===== src/rtl/temp_ascii_tx.sv =====
// Converts a captured 13-bit signed temperature (1/16 degC LSB) into a fixed-format
// ASCII line "+ddd.d\r[\n]" and feeds it byte by byte to a UART transmitter handshake.
module temp_ascii_tx #(
  parameter int SEND_LF = 1
) (
  input  logic        clk,
  input  logic        reset,
  input  logic        temp_valid,
  input  logic [12:0] temp_data,
  input  logic        tx_done_tick,
  output logic        tx_start_n,
  output logic [7:0]  data_byte,
  output logic        busy,
  output logic        msg_done_tick,
  output logic        drop_tick
);

  typedef enum logic [1:0] {
    S_IDLE      = 2'd0,
    S_CONVERT   = 2'd1,
    S_SEND      = 2'd2,
    S_WAIT_DONE = 2'd3
  } state_t;

  localparam logic [2:0] LAST_IDX = (SEND_LF != 0) ? 3'd7 : 3'd6;

  state_t      state_q, state_d;
  logic [2:0]  idx_q, idx_d;
  logic        sign_q, sign_d;
  logic [8:0]  rem_q, rem_d;
  logic [3:0]  frac_q, frac_d;
  logic [3:0]  hund_q, hund_d;
  logic [3:0]  tens_q, tens_d;
  logic [3:0]  units_q, units_d;
  logic        phase_q, phase_d;
  logic        tx_start_n_q, tx_start_n_d;
  logic [7:0]  data_byte_q, data_byte_d;
  logic        busy_q, busy_d;
  logic        msg_done_q, msg_done_d;
  logic        drop_q, drop_d;
  logic [12:0] mag_s;
  logic [3:0]  frac_digit_s;

  // Truncated first decimal of a 1/16 fraction: (f*10)>>4.
  function automatic logic [3:0] frac_digit(input logic [3:0] f);
    logic [7:0] prod;
    prod = {4'd0, f} * 8'd10;
    return 4'(prod >> 8'd4);
  endfunction

  function automatic logic [7:0] msg_byte(input logic [2:0] i, input logic s,
                                          input logic [3:0] h, input logic [3:0] t,
                                          input logic [3:0] u, input logic [3:0] f);
    logic [7:0] b;
    case (i)
      3'd0:    b = s ? 8'h2D : 8'h2B;
      3'd1:    b = 8'h30 + {4'd0, h};
      3'd2:    b = 8'h30 + {4'd0, t};
      3'd3:    b = 8'h30 + {4'd0, u};
      3'd4:    b = 8'h2E;
      3'd5:    b = 8'h30 + {4'd0, f};
      3'd6:    b = 8'h0D;
      3'd7:    b = 8'h0A;
      default: b = 8'h00;
    endcase
    return b;
  endfunction

  // Magnitude is 13 bits wide so the most negative code (0x1000) maps to 4096.
  assign mag_s        = temp_data[12] ? (~temp_data + 13'd1) : temp_data;
  assign frac_digit_s = frac_digit(frac_q);

  // Next-state and next-output logic.
  always_comb begin
    state_d      = state_q;
    idx_d        = idx_q;
    sign_d       = sign_q;
    rem_d        = rem_q;
    frac_d       = frac_q;
    hund_d       = hund_q;
    tens_d       = tens_q;
    units_d      = units_q;
    phase_d      = phase_q;
    tx_start_n_d = 1'b1;
    data_byte_d  = data_byte_q;
    busy_d       = busy_q;
    msg_done_d   = 1'b0;
    if (temp_valid && (state_q != S_IDLE)) begin
      drop_d = 1'b1;
    end else begin
      drop_d = 1'b0;
    end

    case (state_q)
      S_IDLE: begin
        if (temp_valid) begin
          sign_d  = temp_data[12];
          rem_d   = mag_s[12:4];
          frac_d  = mag_s[3:0];
          hund_d  = 4'd0;
          tens_d  = 4'd0;
          units_d = 4'd0;
          phase_d = 1'b0;
          idx_d   = 3'd0;
          busy_d  = 1'b1;
          state_d = S_CONVERT;
        end else begin
          state_d = S_IDLE;
        end
      end
      S_CONVERT: begin
        // One subtraction per cycle: hundreds first, then tens, remainder is units.
        if (!phase_q) begin
          if (rem_q >= 9'd100) begin
            rem_d  = rem_q - 9'd100;
            hund_d = hund_q + 4'd1;
          end else begin
            phase_d = 1'b1;
          end
        end else begin
          if (rem_q >= 9'd10) begin
            rem_d  = rem_q - 9'd10;
            tens_d = tens_q + 4'd1;
          end else begin
            units_d      = 4'(rem_q);
            idx_d        = 3'd0;
            state_d      = S_SEND;
            tx_start_n_d = 1'b0;
            data_byte_d  = msg_byte(3'd0, sign_q, hund_q, tens_q, 4'd0, frac_digit_s);
          end
        end
      end
      S_SEND: begin
        state_d = S_WAIT_DONE;
      end
      S_WAIT_DONE: begin
        if (tx_done_tick) begin
          if (idx_q == LAST_IDX) begin
            state_d    = S_IDLE;
            msg_done_d = 1'b1;
            busy_d     = 1'b0;
          end else begin
            idx_d        = idx_q + 3'd1;
            state_d      = S_SEND;
            tx_start_n_d = 1'b0;
            data_byte_d  = msg_byte(idx_q + 3'd1, sign_q, hund_q, tens_q, units_q,
                                   frac_digit_s);
          end
        end else begin
          state_d = S_WAIT_DONE;
        end
      end
      default: begin
        state_d = S_IDLE;
      end
    endcase
  end

  // State and registered outputs.
  always_ff @(posedge clk) begin
    if (reset) begin
      state_q      <= S_IDLE;
      idx_q        <= 3'd0;
      sign_q       <= 1'b0;
      rem_q        <= 9'd0;
      frac_q       <= 4'd0;
      hund_q       <= 4'd0;
      tens_q       <= 4'd0;
      units_q      <= 4'd0;
      phase_q      <= 1'b0;
      tx_start_n_q <= 1'b1;
      data_byte_q  <= 8'h00;
      busy_q       <= 1'b0;
      msg_done_q   <= 1'b0;
      drop_q       <= 1'b0;
    end else begin
      state_q      <= state_d;
      idx_q        <= idx_d;
      sign_q       <= sign_d;
      rem_q        <= rem_d;
      frac_q       <= frac_d;
      hund_q       <= hund_d;
      tens_q       <= tens_d;
      units_q      <= units_d;
      phase_q      <= phase_d;
      tx_start_n_q <= tx_start_n_d;
      data_byte_q  <= data_byte_d;
      busy_q       <= busy_d;
      msg_done_q   <= msg_done_d;
      drop_q       <= drop_d;
    end
  end

  assign tx_start_n    = tx_start_n_q;
  assign data_byte     = data_byte_q;
  assign busy          = busy_q;
  assign msg_done_tick = msg_done_q;
  assign drop_tick     = drop_q;

endmodule


===== config.mk =====
export PLATFORM = sky130hd
export DESIGN_NAME = temp_ascii_tx
export DESIGN_NICKNAME = d
export VERILOG_FILES = /design/src/rtl/temp_ascii_tx.sv
export SDC_FILE = /design/constraint.sdc
export NUM_CORES = 1
export LEC_CHECK = 0
export ABC_AREA = 1
export BUFFER_PORTS_ARGS = -buffer_cell sky130_fd_sc_hd__buf_2
export CORE_AREA = 3 3 84 86
export CTS_CLUSTER_DIAMETER = 150
export CTS_CLUSTER_SIZE = 20
export DETAILED_ROUTE_END_ITERATION = 12
export DIE_AREA = 0 0 87 89
export HOLD_SLACK_MARGIN = 0.12
export PLACE_DENSITY = 0.61
export SLEW_MARGIN = 20
export SYNTH_ARGS = -nofsm -noshare
export SYNTH_HDL_FRONTEND = slang
export SYNTH_SLANG_ARGS = --single-unit

===== constraint.sdc =====
create_clock -name clk -period 2.27 [get_ports clk]
set_input_delay 0.1135 -clock clk [delete_from_list [all_inputs] [get_ports clk]]
set_output_delay 0.1135 -clock clk [all_outputs]
set_load 0.02 [all_outputs]

==> flow_summary.yaml <==
run_status:
  status: "complete, no violations"
floorplan:
  dieArea_um2: 7743
  die_w_um: 87
  dieHeight_um: 89
  io_pins: 29
  core_area_um2: 6350
  num_rows: 29
  initial_utilization: 0.4459
yosys:
  synth_mux_area_frac: 0
  ys.flop_type: "dfxtp_1"
  synthesis.area_um2: 2831
  synthCells: 450
  synth_compound_area_frac: 0.1321
  yosysWarningCount: 0
  synth_fa_ha_area_frac: 0.08219
  yosysSeqAreaShare: 0.2970
  syn_area_per_cell_um2: 6.292
  synth_xor_area_frac: 0.01856
  async_reset_ff_frac: 0
  synthSimpleGateAreaFrac: 0.3809
  synth_top_family_by_area: "simple AND/OR/NAND/NOR gates"
  ys_ff_latch: 42
  synth_edf_count: 0
  ys_types: 37
routing:
  drtAntennaViolNets: 0
  dr.pass1.iters: 5
  wire_per_inst_um: 12.90
  drt_iter0_drc: 141
  post-route-drc-count: 0
  wl_mm: 7.188
  viasPerCell: 5.090
  via_count: 2835
critical_path:
  cp-endpoint: "rem_q[4]"
  reg2reg_depth: 13
  path_delay_family: "simple AND/OR/NAND/NOR gates"
  critPathBufInv: 2
  crit_type: "flip-flop to flip-flop"
  cp_common_cell: "nand2_1"
  rr_endpoint: "rem_q[4]"
  worst_ep_arrival_time_ns: 2.22
  r2r_setup_slack_ns: 0.26
  slowest_stage: "dfxtp_1"
  critPathRequiredTime_ns: 2.48
  start_kind: "flip-flop"
  cp_num_cells: 13
  worst-path-max-fanout: 13
  worstPathCellList: "inv_1, ha_1, inv_1, nand2_1, nand2_1, nor2_1, nand3_2, nand2_2, nand2_2, nand2_2, nand2_1, nand2_1, nor2_1"
  critical_path.max_stage_delay_ns: 0.38
  r2r-start: "rem_q[2]"
  endpoint_kind: "flip-flop"
  worstSetupStartpoint: "rem_q[2]"
sta:
  setup_viol: 0
  skew_ns: 0.009373
  max_freq_ghz: 0.4969
  hold_viol: 0
  fin_ws_ns: 0.2575
  relSlewSlack: 0.6306
  slew_viol_final: 0
  fin_crit_ns: 2.013
  worst_pin_slew_ns: 0.5534
  whs_ns: 0.1345
  rsz0062_at_grt: "no"
  setup_tns_ns: 0
  period_share: 0.8866
job:
  cap_violations: 0
power_and_ir_drop:
  power.density_nw_per_um2: 879.8
  vdd_drop_max_v: 0.0005573
  p_leak_nw: 1.568
finish:
  final_cell_mix: "nand2_1 (130), nor2_1 (54), nand3_1 (50)"
  nFillCells: 667
  fin_cells: 557
  syn_to_final_growth_pct: 11.93
  layout-drive-gt1-share: 0.1188
  multiInputGateArea_um2: 1745
  seqCellArea_um2: 840.8
  nNetsFinal: 514
  mostFrequentLayoutCell: "nand2_1"
  post-route-util: 0.4991
  antennaDiodeCount: 0
clock_tree:
  clk_pin_slew_ns: 0.09
  clkSinkCount: 42
  clk_latency_ns: 0.30
  htreeDepth: 2
  tritoncts: "done"
  cts_made_buffers: 5
  clock_path_buffers: 2
  post_cts_resized: 0
  cts-root-buf: "clkbuf_8"
global_route:
  grt_use_total: 0.1967
  grt_max_degree: 19
  antenna_found_initial: 0
  grt_pass1_vias: 2607
  grt_first_pass_wirelength_mm: 12.18
  grt-ovfl-total: 0
placement:
  dp.cells: 546
  gp_congestion: 0.8983
  portBuffers: 26
  dp_hpwl_mm: 5.622
  place_ws_ns: 0.2639
hold_path:
  hold_path_class: "input pin to flip-flop"
==> kinds of logic (layout without fill, tap and decap cells) <==
logic type	count (synthesis)	after routing
AND/OR/NAND/NOR	255	255
AO/OA/AOI/OAI	67	67
buffers and inverters	61	90
flip-flops	42	42
adder cells (fa/ha/maj)	18	18
XOR/XNOR	6	6
other	1	2
==> worst register-to-register path: stages, from the launching register on <==
cell and delay [ns]:
dfxtp_1 0.38, inv_1 0.14, ha_1 0.18, inv_1 0.04, nand2_1 0.09, nand2_1 0.08
nor2_1 0.16, nand3_2 0.12, nand2_2 0.23, nand2_2 0.11, nand2_2 0.20, nand2_1 0.08
nand2_1 0.06, nor2_1 0.03
==> where the power goes <==
part / total [W] / switching (W) / leakage, nW / internal (W)
registers: 0.000989 / 0.000126 / 0.345 / 0.000863
logic: 0.00120 / 0.000793 / 1.16 / 0.000405
clock network: 0.000601 / 0.000277 / 0.0579 / 0.000324
total: 0.00279 / 0.00120 / 1.57 / 0.00159
==> state kept, by name, indices dropped and copies added (netlist names) <==
signal,count
data_byte,6
drop_tick,1
sign_q,1
tx_start_n,1
idx_q,3
units_q,4
state_q,2
rem_q,9
busy,1
hund_q,4
msg_done_tick,1
frac_q,4
phase_q,1
tens_q,4
==> synthesized netlist by cell type, drive strengths merged, types with 4 or more instances <==
library cell | count | area share
nand2 | 135 | 0.18
nor2 | 57 | 0.080
nand3 | 51 | 0.092
inv | 48 | 0.064
dfxtp | 42 | 0.30
a21oi | 33 | 0.058
o21ai | 22 | 0.040
ha | 17 | 0.075
buf | 9 | 0.019
clkbuf | 4 | 0.0053
nand4 | 4 | 0.0088
nor3 | 4 | 0.0071
xor2 | 4 | 0.012
==> layout make-up <==
class	count	share of cell area
Sequential cell	42	0.2653
Clock inverter	3	0.01263
Timing Repair Buffer	34	0.06238
Clock buffer	5	0.02171
Multi-Input combinational cell	348	0.5507
Inverter	48	0.05685
Tap cell	77	0.03040
==> through the flow <==
| step | area [um^2] | power, W |
|---|---|---|
| floorplan | 2835 | 0.001903 |
| global placement | 3030 | 0.002188 |
| detailed placement | 3030 | 0.002194 |
| CTS | 3169 | 0.002800 |
| global route | 3169 | 0.003037 |
| finish | 3169 | 0.002788 |
==> routing by layer <==
| metal | vias up | part of all wire | wire, um | track usage |
|---|---|---|---|---|
| li1 | 1511 | - | - | - |
| met2 | 65 | 0.46 | 3280 | 0.3354 |
| met5 | - | 0 | 0 | 0 |
| met3 | 17 | 0.045 | 326 | 0.02857 |
| met4 | 0 | 0.014 | 101 | 0.05241 |
| met1 | 1242 | 0.48 | 3480 | 0.2602 |
==> timing repair <==
item | in CTS | in global routing
hold endpoints to repair | 4 | 0
buffers inserted | 0 | 0
hold buffers | 3 | 0
==> worst min-delay path by stage <==
stage / cells past startpoint / slack, ns / from / endpoint
finish: 3 / 0.13 / temp_data[4] / rem_q[0]
global route: 3 / 0.15 / temp_data[4] / rem_q[0]
CTS: 3 / 0.14 / temp_data[4] / rem_q[0]
detailed placement: 2 / 0.34 / tx_done_tick / busy
global placement: 2 / 0.34 / tx_done_tick / busy
floorplan: 1 / 0.20 / tx_done_tick / busy
(Power assumes the default switching activity.)
